[src/rtl/apb_cmd_master_if.sv]
// Command, response and APB3 bus signals of the APB command master.
// The master modport is the initiator's view; slave is the host/fabric side.
interface apb_cmd_master_if #(
    parameter int ADDR_W = 16,
    parameter int DATA_W = 32
);
    logic              cmd_valid;
    logic              cmd_ready;
    logic              cmd_write;
    logic [ADDR_W-1:0] cmd_addr;
    logic [DATA_W-1:0] cmd_wdata;

    logic              rsp_valid;
    logic              rsp_ready;
    logic [DATA_W-1:0] rsp_rdata;
    logic              rsp_err;

    logic              psel;
    logic              penable;
    logic              pwrite;
    logic [ADDR_W-1:0] paddr;
    logic [DATA_W-1:0] pwdata;
    logic [DATA_W-1:0] prdata;
    logic              pready;

    modport master (
        input  cmd_valid, cmd_write, cmd_addr, cmd_wdata, rsp_ready, prdata, pready,
        output cmd_ready, rsp_valid, rsp_rdata, rsp_err, psel, penable, pwrite, paddr, pwdata
    );

    modport slave (
        output cmd_valid, cmd_write, cmd_addr, cmd_wdata, rsp_ready, prdata, pready,
        input  cmd_ready, rsp_valid, rsp_rdata, rsp_err, psel, penable, pwrite, paddr, pwdata
    );
endinterface

[src/rtl/apb_cmd_master.sv]
// APB3 initiator: one command at a time becomes a SETUP/ACCESS transfer,
// with a programmable ACCESS-phase timeout and a valid/ready response.
//
// state  | meaning
// IDLE   | cmd_ready high, waiting for a command
// SETUP  | psel=1, penable=0, address phase
// ACCESS | psel=1, penable=1, waiting on pready or timeout
// RESP   | rsp_valid high until rsp_ready
module apb_cmd_master #(
    parameter int ADDRESS_BUS_WIDTH = 16,
    parameter int DATA_BUS_WIDTH    = 32,
    parameter int TIMEOUT_CYCLES    = 255
) (
    input  logic             clock,
    input  logic             rst_n,
    apb_cmd_master_if.master bus
);
    typedef enum logic [1:0] {S_IDLE, S_SETUP, S_ACCESS, S_RESP} state_t;

    localparam logic        TO_EN   = (TIMEOUT_CYCLES != 0);
    localparam logic [15:0] TO_LAST = TO_EN ? 16'(TIMEOUT_CYCLES - 1) : 16'd0;

    state_t                         state, state_nxt;
    logic [15:0]                    wait_cnt, wait_nxt;
    logic                           cmd_ready_q, cmd_ready_nxt;
    logic                           rsp_valid_q, rsp_valid_nxt;
    logic [DATA_BUS_WIDTH-1:0]      rsp_rdata_q, rsp_rdata_nxt;
    logic                           rsp_err_q, rsp_err_nxt;
    logic                           psel_q, psel_nxt;
    logic                           penable_q, penable_nxt;
    logic                           pwrite_q, pwrite_nxt;
    logic [ADDRESS_BUS_WIDTH-1:0]   paddr_q, paddr_nxt;
    logic [DATA_BUS_WIDTH-1:0]      pwdata_q, pwdata_nxt;

    always_ff @(posedge clock or negedge rst_n) begin
        if (!rst_n) begin
            state       <= S_IDLE;
            wait_cnt    <= '0;
            cmd_ready_q <= 1'b0;
            rsp_valid_q <= 1'b0;
            rsp_rdata_q <= '0;
            rsp_err_q   <= 1'b0;
            psel_q      <= 1'b0;
            penable_q   <= 1'b0;
            pwrite_q    <= 1'b0;
            paddr_q     <= '0;
            pwdata_q    <= '0;
        end else begin
            state       <= state_nxt;
            wait_cnt    <= wait_nxt;
            cmd_ready_q <= cmd_ready_nxt;
            rsp_valid_q <= rsp_valid_nxt;
            rsp_rdata_q <= rsp_rdata_nxt;
            rsp_err_q   <= rsp_err_nxt;
            psel_q      <= psel_nxt;
            penable_q   <= penable_nxt;
            pwrite_q    <= pwrite_nxt;
            paddr_q     <= paddr_nxt;
            pwdata_q    <= pwdata_nxt;
        end
    end

    always_comb begin
        state_nxt     = state;
        wait_nxt      = wait_cnt;
        rsp_rdata_nxt = rsp_rdata_q;
        rsp_err_nxt   = rsp_err_q;
        pwrite_nxt    = pwrite_q;
        paddr_nxt     = paddr_q;
        pwdata_nxt    = pwdata_q;

        case (state)
            S_IDLE: begin
                // cmd_ready_q gates acceptance so the cycle right after reset never accepts
                if (bus.cmd_valid && cmd_ready_q) begin
                    pwrite_nxt = bus.cmd_write;
                    paddr_nxt  = bus.cmd_addr;
                    pwdata_nxt = bus.cmd_write ? bus.cmd_wdata : '0;
                    wait_nxt   = '0;
                    state_nxt  = S_SETUP;
                end
            end
            S_SETUP: begin
                state_nxt = S_ACCESS;
            end
            S_ACCESS: begin
                if (bus.pready) begin
                    rsp_rdata_nxt = pwrite_q ? '0 : bus.prdata;
                    rsp_err_nxt   = 1'b0;
                    state_nxt     = S_RESP;
                end else if (TO_EN && (wait_cnt == TO_LAST)) begin
                    rsp_rdata_nxt = '0;
                    rsp_err_nxt   = 1'b1;
                    state_nxt     = S_RESP;
                end else begin
                    wait_nxt = wait_cnt + 16'd1;
                end
            end
            S_RESP: begin
                if (bus.rsp_ready) begin
                    state_nxt = S_IDLE;
                end
            end
            default: state_nxt = S_IDLE;
        endcase

        // registered outputs are decoded from the next state
        cmd_ready_nxt = (state_nxt == S_IDLE);
        psel_nxt      = (state_nxt == S_SETUP) || (state_nxt == S_ACCESS);
        penable_nxt   = (state_nxt == S_ACCESS);
        rsp_valid_nxt = (state_nxt == S_RESP);
    end

    assign bus.cmd_ready = cmd_ready_q;
    assign bus.rsp_valid = rsp_valid_q;
    assign bus.rsp_rdata = rsp_rdata_q;
    assign bus.rsp_err   = rsp_err_q;
    assign bus.psel      = psel_q;
    assign bus.penable   = penable_q;
    assign bus.pwrite    = pwrite_q;
    assign bus.paddr     = paddr_q;
    assign bus.pwdata    = pwdata_q;
endmodule

[src/flat_wrapper.sv]
// flat-port wrapper written by rule: the top's interface ports become plain ports
module apb_cmd_master_flat 
#(
    parameter int ADDRESS_BUS_WIDTH = 16,
    parameter int DATA_BUS_WIDTH    = 32,
    parameter int TIMEOUT_CYCLES    = 255
)
  (clock, rst_n, bus_cmd_valid, bus_cmd_write, bus_cmd_addr, bus_cmd_wdata, bus_rsp_ready, bus_prdata, bus_pready, bus_cmd_ready, bus_rsp_valid, bus_rsp_rdata, bus_rsp_err, bus_psel, bus_penable, bus_pwrite, bus_paddr, bus_pwdata);
  apb_cmd_master_if #(.ADDR_W(16), .DATA_W(32)) bus_i ();
  input  logic clock;
  input  logic rst_n;
  input wire logic [$bits(bus_i.cmd_valid)-1:0] bus_cmd_valid;
  input wire logic [$bits(bus_i.cmd_write)-1:0] bus_cmd_write;
  input wire logic [$bits(bus_i.cmd_addr)-1:0] bus_cmd_addr;
  input wire logic [$bits(bus_i.cmd_wdata)-1:0] bus_cmd_wdata;
  input wire logic [$bits(bus_i.rsp_ready)-1:0] bus_rsp_ready;
  input wire logic [$bits(bus_i.prdata)-1:0] bus_prdata;
  input wire logic [$bits(bus_i.pready)-1:0] bus_pready;
  output wire logic [$bits(bus_i.cmd_ready)-1:0] bus_cmd_ready;
  output wire logic [$bits(bus_i.rsp_valid)-1:0] bus_rsp_valid;
  output wire logic [$bits(bus_i.rsp_rdata)-1:0] bus_rsp_rdata;
  output wire logic [$bits(bus_i.rsp_err)-1:0] bus_rsp_err;
  output wire logic [$bits(bus_i.psel)-1:0] bus_psel;
  output wire logic [$bits(bus_i.penable)-1:0] bus_penable;
  output wire logic [$bits(bus_i.pwrite)-1:0] bus_pwrite;
  output wire logic [$bits(bus_i.paddr)-1:0] bus_paddr;
  output wire logic [$bits(bus_i.pwdata)-1:0] bus_pwdata;
  assign bus_i.cmd_valid = bus_cmd_valid;
  assign bus_i.cmd_write = bus_cmd_write;
  assign bus_i.cmd_addr = bus_cmd_addr;
  assign bus_i.cmd_wdata = bus_cmd_wdata;
  assign bus_i.rsp_ready = bus_rsp_ready;
  assign bus_i.prdata = bus_prdata;
  assign bus_i.pready = bus_pready;
  assign bus_cmd_ready = bus_i.cmd_ready;
  assign bus_rsp_valid = bus_i.rsp_valid;
  assign bus_rsp_rdata = bus_i.rsp_rdata;
  assign bus_rsp_err = bus_i.rsp_err;
  assign bus_psel = bus_i.psel;
  assign bus_penable = bus_i.penable;
  assign bus_pwrite = bus_i.pwrite;
  assign bus_paddr = bus_i.paddr;
  assign bus_pwdata = bus_i.pwdata;
  apb_cmd_master #(.ADDRESS_BUS_WIDTH(ADDRESS_BUS_WIDTH), .DATA_BUS_WIDTH(DATA_BUS_WIDTH), .TIMEOUT_CYCLES(TIMEOUT_CYCLES)) u_core (.clock(clock), .rst_n(rst_n), .bus(bus_i));
endmodule
[config.mk]
export PLATFORM = sky130hd
export DESIGN_NAME = apb_cmd_master_flat
export DESIGN_NICKNAME = d
export VERILOG_FILES = /design/src/rtl/apb_cmd_master_if.sv /design/src/rtl/apb_cmd_master.sv /design/src/flat_wrapper.sv
export SDC_FILE = /design/constraint.sdc
export NUM_CORES = 1
export LEC_CHECK = 0
export CORE_ASPECT_RATIO = 1.4
export CORE_UTILIZATION = 47
export CTS_CLUSTER_DIAMETER = 100
export CTS_CLUSTER_SIZE = 14
export DETAILED_ROUTE_END_ITERATION = 12
export HOLD_SLACK_MARGIN = 0.06
export PLACE_DENSITY_LB_ADDON = 0.1
export SYNTH_ARGS = -nofsm -noshare
export SYNTH_HDL_FRONTEND = slang
export SYNTH_SLANG_ARGS = --single-unit
[constraint.sdc]
create_clock -name clock -period 4.9 [get_ports clock]
set_input_delay 0.735 -clock clock [delete_from_list [all_inputs] [get_ports clock]]
set_output_delay 0.735 -clock clock [all_outputs]
set_load 0.02 [all_outputs]
==> results of run 1 <==
==> final timing paths <==
kind | cells past startpoint | slack (ps) | to
max | 4 | 2370 | u_core.bus.rsp_rdata[0]$_DFFE_PN0P_
min | 1 | 430 | u_core.wait_cnt[14]$_DFFE_PN0P_
max reg2reg | 6 | 2430 | u_core.wait_cnt[12]$_DFFE_PN0P_
min reg2reg | 2 | 480 | u_core.bus.pwdata[22]$_DFFE_PN0P_
max in group asynchronous | 2 | 3360 | u_core.bus.rsp_rdata[31]$_DFFE_PN0P_
min in group clock | 2 | 480 | u_core.bus.pwdata[22]$_DFFE_PN0P_
==> synth_stat cells, drive strengths merged, types with 2 or more instances <==
master    n  area, um2
dfrtp   104       2603
nand2    83      311.6
o21ai    43      237.7
a22o     28      245.2
clkbuf   18      67.56
mux2     18      202.7
a21oi     9      45.04
a31oi     8      50.05
nand3     7      35.03
nor2      6      25.03
nor3      6      35.03
buf       5      30.02
ha        5      62.56
o31ai     5      37.54
inv       4      15.01
nand4     4      25.02
a211o     3      26.28
nor2b     3      18.77
or3       3      25.03
a21boi    2      15.01
a41oi     2      17.52
and2      2      12.51
and3      2      12.51
nand2b    2      12.51
o211ai    2      15.01
o21a      2      15.01
or2       2      12.51
or4b      2      27.53
==> worst max-delay path, delay by kind of cell <==
kind / cells / cell delay (ps)
and+or+nand+nor: 2 / 1210
buffers and inverters: 1 / 590
AOI/OAI and AO/OA: 1 / 250
==> layer usage <==
layer | part of all wire (%) | GRT usage, % | vias to the layer above
met5 | 0 | 0 | -
met4 | 3.0 | 11.03 | 0
met3 | 8.0 | 7.778 | 26
met2 | 50 | 39.12 | 151
met1 | 39 | 27.72 | 1701
li1 | - | - | 1674
==> power groups by stage <==
| stage | registers, uW | logic, uW | clock network [uW] |
|---|---|---|---|
| detailed placement | 1410 | 1750 | 0 |
| CTS | 1410 | 1760 | 709 |
| finish | 1410 | 1740 | 701 |
| global route | 1450 | 1870 | 743 |
| floorplan | 1770 | 514 | 0 |
| global placement | 1400 | 1720 | 0 |
==> metrics by stage <==
stage	hold slack, ps	cells	worst slack (ps)	util (%)
finish	426.5	656	2371	72.74
global route	492.0	656	2232	72.74
CTS	465.7	656	2315	72.74
detailed placement	469.5	640	1985	69.44
global placement	460.3	640	1994	69.44
floorplan	439.4	384	2742	-
==> final cells by class <==
| class | instances | share of cell area, % |
|---|---|---|
| sequential | 104 | 41.08 |
| timing repair buffer | 174 | 27.34 |
| multi-input combinational | 253 | 24.73 |
| clock buffer | 9 | 3.555 |
| tap | 105 | 2.074 |
| clock inverter | 7 | 0.9876 |
| inverter | 4 | 0.2370 |
==> kinds of logic after synthesis <==
| kind of cell | after synthesis |
|---|---|
| buffers and inverters | 27 |
| multiplexers | 18 |
| flip-flops | 104 |
| AO/OA/AOI/OAI | 106 |
| adder cells (fa/ha/maj) | 5 |
| AND/OR/NAND/NOR | 124 |
==> sequential cells by signal, indices dropped and copies added (netlist names) <==
signal	flops
u_core.bus.rsp_err	1
u_core.bus.paddr	16
u_core.bus.rsp_valid	1
u_core.bus.rsp_rdata	32
u_core.bus.pwrite	1
u_core.wait_cnt	16
u_core.bus.cmd_ready	1
u_core.state	2
u_core.bus.pwdata	32
u_core.bus.psel	1
u_core.bus.penable	1
==> reports/qor.csv, run 1 <==
metric,value,unit
Initial DRC Count,230,
Synth Cell Area,4273,um2
Top Ports,172,
Total GRT Usage,23.75,%
die area,9482,um2
clk slew on worst S/H paths,70,ps
asr flop ratio synth,100.0,%
Area Overhead vs Synth,48.26,%
Post-CTS Hold Buffers,0,
largest family of logic cells by synthesized area,compound AO/OA/AOI/OAI gates,
pin count of the biggest net entering global routing,57,
CTS Buf Count,9,
via count,3552,
setup TNS,0,ps
main flop type after synthesis,dfrtp_1,
CTS sink cnt,104,
Synth Area in XOR/XNOR,0,%
initial antenna violation count,0,
Die Ht,114.8,um
Hold WC Path Type,primary input to async pin,
"leading cell types in the layout, fill and taps excluded","clkdlybuf4s50_1, dfrtp_1, nand2_1",
vias in the first global route,3559,
gpl congestion,0.8902,
port bufs,171,
Post-Syn Nets,475,
max-cap viol count,0,
Worst Path Arrival,2800,ps
shortest period the worst path allows,2529,ps
Setup Skew,10.23,ps
critical path endpoint category,flip-flop,
wire per inst,16.47,um
fin nets,637,
Sw Share,36.69,%
fin. max-slew vios,0,
drt via density,5.415,
RR Startpoint,u_core.wait_cnt[0]$_DFFE_PN0P_,
Comb pwr share,45.3,%
Max IR drop VDD,0.3649,mV
kind of critical path,primary input to flip-flop,
RSZ-0062 raised after global routing,no,
Slew headroom,23.71,%
Slew @ Worst Pin,1141,ps
Netlist cell types,39,
critical path peak fanout,28,
Adder-Cell Fraction of Synth Area,1.464,%
Seq pwr share,36.5,%
multi-input logic area,1567,um2
synth warn,0,
mux cell area share after synthesis,4.744,%
Synth Instances,384,
WP data required,5170,ps
Post-DRT Antenna Nets,0,
"most common cell after layout, fill and taps aside",clkdlybuf4s50_1,
status,"complete, no violations",
clock tree from TritonCTS,built,
Pre-Repair DR Iteration Count,4,
CTS root buf,clkbuf_16,
FF+latch area,2603,um2
number of synthesized flops with an enable pin,0,
Initial Util,49.07,%
layout cells sized above 1,9.256,%
CTS max path bufs,2,
sequential-to-total area share from yosys stat,60.91,%
area post-placement,6047,um2
Setup crit start kind,primary input,
die width,82.59,um
H-tree depth,3,
PD cells,607.9,nW/um2
Final Hold Fails,0,
Ant. Diodes,0,
Clk pwr share,18.2,%
Leak,0.002773,uW
FMAX,0.3954,GHz
setup bufs post-CTS,0,
Worst path slowest cell,and2_1,
Critical path origin,bus_pready,
max incr delay on CP,830,ps
final setup vio count,0,
syn_area_per_cell,11.13,um2
Int Pwr,2438,uW
DR DRC count,0,
first-pass GRT wire length,16860,um
Post-Synth Simple-Gate Area,13.32,%
area fraction in compound gates after synthesis,16.93,%
Tcrit/Tclk final,51.61,%
core area,8708,um2
Switching Power,1413,uW
critical path cell sequence,clkdlybuf4s50_1 -> nor2b_1 -> and2_1 -> a22o_1,
finished layout cell area,6335,um2
filler instances,646,
synthesized flop and latch total,104,
DP HPWL,7582,um
Final Power,3851,uW
routed wire length,10810,um
post-CTS sizing,0,
# rows,40,
Clock Latency Late Sink,340,ps
grt total ovfl,0,
Power figures use the tool's default switching activity.
==> inputs of run 2 (changes only) <==
CORE_UTILIZATION = 39   (was 47)
clock period = 2.3 ns   (was 4.9 ns; I/O delays follow)
==> run 2 against run 1 <==
Net effect:
- clock-buffer cell count rose by 1
- non-clock buffer count grew 17
- register-to-register slack got worse by 2300 ps
- critical path depth increased by 2
- via count grew 0.90%
- critical path type is now flip-flop to flip-flop
- largest cell class unchanged
==> reports/qor.csv, run 2 (synthesis results as in run 1) <==
metric,value,unit,change
Tcrit/Tclk final,94.62,%,
Final Hold Fails,0,,unchanged
setup bufs post-CTS,0,,unchanged
max-cap viol count,0,,unchanged
PD cells,1269,nW/um2,+110%
drt via density,5.084,,-6.1%
"most common cell after layout, fill and taps aside",clkdlybuf4s50_1,,
clock tree from TritonCTS,built,,
Setup crit start kind,flip-flop,,
Leak,0.002857,uW,+3.1%
Post-CTS Hold Buffers,1,,+1
Clock Latency Late Sink,340,ps,about the same
CTS max path bufs,2,,unchanged
Clk pwr share,18.1,%,about the same
Comb pwr share,46.1,%,+0.8 points
shortest period the worst path allows,2176,ps,
Switching Power,3014,uW,+110%
Worst Path Arrival,2400,ps,-400 ps
setup TNS,0,ps,unchanged
Sw Share,36.37,%,-0.32 points
Total GRT Usage,20.60,%,-3.1 points
critical path peak fanout,8,,-71%
RSZ-0062 raised after global routing,no,,
Max IR drop VDD,0.6198,mV,+70%
Area Overhead vs Synth,52.85,%,
gpl congestion,0.8845,,-0.64%
CTS Buf Count,9,,unchanged
via count,3584,,+0.90%
Initial Util,40.64,%,-8.4 points
initial antenna violation count,0,,unchanged
"leading cell types in the layout, fill and taps excluded","clkdlybuf4s50_1, dfrtp_1, nand2_1",,
Top Ports,172,,unchanged
die area,11390,um2,+20%
Initial DRC Count,178,,-23%
fin nets,654,,+2.7%
Slew @ Worst Pin,545.7,ps,-595.0 ps
WP data required,2520,ps,-2650 ps
post-CTS sizing,0,,unchanged
final setup vio count,0,,unchanged
Pre-Repair DR Iteration Count,4,,unchanged
grt total ovfl,0,,unchanged
Final Power,8287,uW,+120%
status,"complete, no violations",,
FMAX,0.4595,GHz,
core area,10520,um2,+21%
layout cells sized above 1,11.46,%,+2.2 points
die width,90.47,um,+9.5%
CTS root buf,clkbuf_16,,
first-pass GRT wire length,18460,um,+9.5%
Seq pwr share,35.9,%,-0.6 points
Int Pwr,5273,uW,+120%
Ant. Diodes,0,,unchanged
vias in the first global route,3636,,+2.2%
DR DRC count,0,,unchanged
critical path endpoint category,flip-flop,,
H-tree depth,3,,unchanged
pin count of the biggest net entering global routing,67,,+18%
port bufs,171,,unchanged
Setup Skew,8.341,ps,-1.886 ps
Post-DRT Antenna Nets,0,,unchanged
CTS sink cnt,104,,unchanged
DP HPWL,8249,um,+8.8%
Slew headroom,63.62,%,+40 points
kind of critical path,flip-flop to flip-flop,,
Hold WC Path Type,flip-flop to flip-flop,,
fin. max-slew vios,0,,unchanged
wire per inst,15.93,um,-3.3%
routed wire length,11230,um,+4.0%
# rows,44,,+10%
Die Ht,125.9,um,+9.6%
clk slew on worst S/H paths,70,ps,about the same
[run 2: changes by cell type in the layout (fill, tap and decap cells not counted), sizes merged]
cell	previous run	this run
clkbuf	9	10
clkinvlp	1	2
buf	4	20
clkinv	5	2
dlygate4sd3	0	1
[run 2: layout make-up]
cell class                      instances  area (um2)
Multi-Input combinational cell        253        1567
Fill cell                             865        3984
Clock inverter                          5       58.81
Timing Repair Buffer                  191        1887
Sequential cell                       104        2603
Tap cell                              138       172.7
Clock buffer                           10       229.0
Inverter                                4       15.01
[run 2: final timing paths]
path	from	end	slack (ps)	cells past startpoint
worst min-delay path	u_core.bus.pwdata[1]$_DFFE_PN0P_	u_core.bus.pwdata[1]$_DFFE_PN0P_	480	2
worst min register to register	u_core.bus.pwdata[1]$_DFFE_PN0P_	u_core.bus.pwdata[1]$_DFFE_PN0P_	480	2
min in group asynchronous	rst_n	u_core.wait_cnt[11]$_DFFE_PN0P_	540	2
worst max register to register	u_core.wait_cnt[1]$_DFFE_PN0P_	u_core.wait_cnt[8]$_DFFE_PN0P_	120	6
worst max-delay path	u_core.wait_cnt[1]$_DFFE_PN0P_	u_core.wait_cnt[8]$_DFFE_PN0P_	120	6
max in group asynchronous	rst_n	u_core.bus.pwdata[29]$_DFFE_PN0P_	1050	3
[run 2: worst max-delay path: stages, from the launching register on]
cell,delay [ps]
dfrtp_1,430
ha_1,170
or4b_4,480
or3_4,380
o21ai_4,260
nor3_1,90
a221o_1,260
[run 2: stage by stage]
stage               hold slack [ps]  setup slack, ps  cells  utilization (%)  area, um2
global placement              373.2            186.0    689            59.28       6233
floorplan                     49.41            141.9    384                -       4273
CTS                           485.7            140.7    705            62.11       6531
finish                        477.9            123.8    705            62.11       6531
detailed placement            379.9            136.7    689            59.28       6233
global route                  511.9            67.53    705            62.11       6531
[run 2: power by group through the flow]
| stage | Clock, uW | Sequential (uW) | Combinational [uW] |
|---|---|---|---|
| after floorplan | 0 | 3780 | 1090 |
| after global placement | 0 | 2960 | 3800 |
| after detailed placement | 0 | 3010 | 3840 |
| after CTS | 1540 | 2980 | 3870 |
| after global routing | 1610 | 3070 | 4110 |
| final | 1500 | 2970 | 3820 |
[run 2: per-layer routing]
layer / vias to the layer above / global-route usage, % / part of all wire [%]
met5: - / 0 / 0
met1: 1702 / 24.32 / 39
met2: 149 / 34.14 / 51
met4: 0 / 9.108 / 2.8
li1: 1711 / - / -
met3: 22 / 6.763 / 7.8
==> inputs of run 3 (changes only) <==
CTS_BUF_LIST = sky130_fd_sc_hd__clkbuf_16   (was not set)
==> run 3 against run 2 <==
Net effect:
- sequential power hardly changed
- largest power group unchanged
- wire length is 0.24% lower
- clock power hardly changed
- highest routed layer unchanged
- cell count stayed put
- sequential share of layout area stayed put
- worst hold slack stayed put
- fmax hardly changed
- first-iteration DRC count stayed put
- cell area stayed put
- non-clock buffer count stayed put
==> reports/qor.csv, run 3 (synthesis results as in run 1) <==
metric,value,unit,change
Slew headroom,63.59,%,about the same
R2R setup slack,120,ps,about the same
critical path cell sequence,ha_1 -> or4b_4 -> or3_4 -> o21ai_4 -> nor3_1 -> a221o_1,,
"most common cell after layout, fill and taps aside",clkdlybuf4s50_1,,
FMAX,0.4596,GHz,about the same
grt total ovfl,0,,unchanged
port bufs,171,,unchanged
initial antenna violation count,0,,unchanged
core area,10520,um2,unchanged
Worst Path Arrival,2400,ps,about the same
critical path peak fanout,8,,unchanged
die width,90.47,um,unchanged
Final Hold Fails,0,,unchanged
clk slew on worst S/H paths,70,ps,about the same
vias in the first global route,3636,,unchanged
post-CTS sizing,0,,unchanged
Setup Skew,8.345,ps,+0.004740 ps
setup TNS,0,ps,unchanged
Ant. Diodes,0,,unchanged
kind of critical path,flip-flop to flip-flop,,
WP data required,2520,ps,about the same
Leak,0.002862,uW,+0.14%
first-pass GRT wire length,18460,um,unchanged
Initial Util,40.64,%,unchanged
Pre-Repair DR Iteration Count,4,,unchanged
Post-CTS Hold Buffers,1,,unchanged
status,"complete, no violations",,
RR Startpoint,u_core.wait_cnt[1]$_DFFE_PN0P_,,
shortest period the worst path allows,2176,ps,-0.3800 ps
CP bufs+invs,0,,unchanged
critical path endpoint category,flip-flop,,
cell family with the largest share of critical-path delay,simple AND/OR/NAND/NOR gates,,
PD cells,1268,nW/um2,about the same
Layout Cells excl Fill,705,,unchanged
setup bufs post-CTS,0,,unchanged
# rows,44,,unchanged
pin count of the biggest net entering global routing,67,,unchanged
fin nets,654,,unchanged
DR DRC count,0,,unchanged
final setup vio count,0,,unchanged
wire per inst,15.90,um,-0.24%
Clock Latency Late Sink,340,ps,about the same
CTS max path bufs,2,,unchanged
Die Ht,125.9,um,unchanged
fin. max-slew vios,0,,unchanged
worst reg2reg path depth,6,,unchanged
clock tree from TritonCTS,built,,
H-tree depth,3,,unchanged
hold wc startpoint,u_core.bus.pwdata[1]$_DFFE_PN0P_,,
Final Power,8280,uW,about the same
Slew @ Worst Pin,546.2,ps,+0.4774 ps
CTS root buf,clkbuf_16,,
"leading cell types in the layout, fill and taps excluded","clkdlybuf4s50_1, dfrtp_1, nand2_1",,
Post-DRT Antenna Nets,0,,unchanged
Tcrit/Tclk final,94.60,%,about the same
Setup crit start kind,flip-flop,,
max-cap viol count,0,,unchanged
area post-placement,6233,um2,unchanged
via count,3579,,-0.14%
layout cells sized above 1,11.46,%,unchanged
gpl congestion,0.8845,,unchanged
routed wire length,11210,um,-0.24%
Top Ports,172,,unchanged
finished layout cell area,6531,um2,unchanged
CTS Buf Count,9,,unchanged
Total GRT Usage,20.60,%,unchanged
total placed cells including tap cells,689,,unchanged
Area Overhead vs Synth,52.85,%,unchanged
die area,11390,um2,unchanged
RSZ-0062 raised after global routing,no,,
Cells on Worst Hold Path,2,,unchanged
Hold WC Path Type,flip-flop to flip-flop,,
Worst path slowest cell,or4b_4,,
CTS sink cnt,104,,unchanged
Max IR drop VDD,0.6199,mV,about the same
Initial DRC Count,178,,unchanged
DP HPWL,8249,um,unchanged
Fin Hold WS,477.9,ps,unchanged
drt via density,5.077,,-0.14%
max incr delay on CP,480,ps,about the same
worst hold endpoint,u_core.bus.pwdata[1]$_DFFE_PN0P_,,
worst r2r dst,u_core.wait_cnt[8]$_DFFE_PN0P_,,
## run 3: changes by cell type in the layout (fill, tap and decap cells not counted)
cell      previous run  this run
inv_1                4         5
clkbuf_1             1         0
## run 3: per-stage QoR
stage	util, %	setup WS (ps)
global route	62.11	67.53
floorplan	-	141.9
finish	62.11	124.2
detailed placement	59.28	136.7
global placement	59.28	186.0
CTS	62.11	140.7
## run 3: tightest hold or removal path, cell delays in order (launching register included)
cell	delay [ps]
dfrtp_1	340
nand2_1	40
o21ai_0	60
## run 3: layout make-up
cell class	count	area (um2)
Timing Repair Buffer	191	1887
Sequential cell	104	2603
Multi-Input combinational cell	253	1567
Clock inverter	6	62.56
Clock buffer	9	225.2
Inverter	4	15.01
Fill cell	865	3984
Tap cell	138	172.7
## run 3: routing by layer
| metal | track usage [%] | part of all wire, % | vias up |
|---|---|---|---|
| li1 | - | - | 1711 |
| met1 | 24.32 | 39 | 1708 |
| met2 | 34.14 | 51 | 140 |
| met3 | 6.763 | 7.6 | 20 |
| met4 | 9.108 | 2.8 | 0 |
| met5 | 0 | 0 | - |
## run 3: how the worst max path moves through the flow
| stage | start | end | slack [ps] | cells after the start |
|---|---|---|---|---|
| 6_report | u_core.wait_cnt[1]$_DFFE_PN0P_ | u_core.wait_cnt[8]$_DFFE_PN0P_ | 120 | 6 |
| 5_1_grt | u_core.wait_cnt[1]$_DFFE_PN0P_ | u_core.wait_cnt[8]$_DFFE_PN0P_ | 70 | 6 |
| 4_1_cts | u_core.wait_cnt[1]$_DFFE_PN0P_ | u_core.wait_cnt[8]$_DFFE_PN0P_ | 140 | 6 |
| 3_5_place_dp | u_core.wait_cnt[1]$_DFFE_PN0P_ | u_core.wait_cnt[8]$_DFFE_PN0P_ | 140 | 6 |
| 3_3_place_gp | u_core.wait_cnt[1]$_DFFE_PN0P_ | u_core.wait_cnt[8]$_DFFE_PN0P_ | 190 | 6 |
| 2_1_floorplan | u_core.wait_cnt[0]$_DFFE_PN0P_ | u_core.bus.psel$_DFF_PN0_ | 140 | 9 |
## run 3: power breakdown
group	internal [uW]	switching, uW	leakage [uW]
sequential	2550	421	0.00136
combinational	1880	1930	0.00137
clock	834	660	0.000139
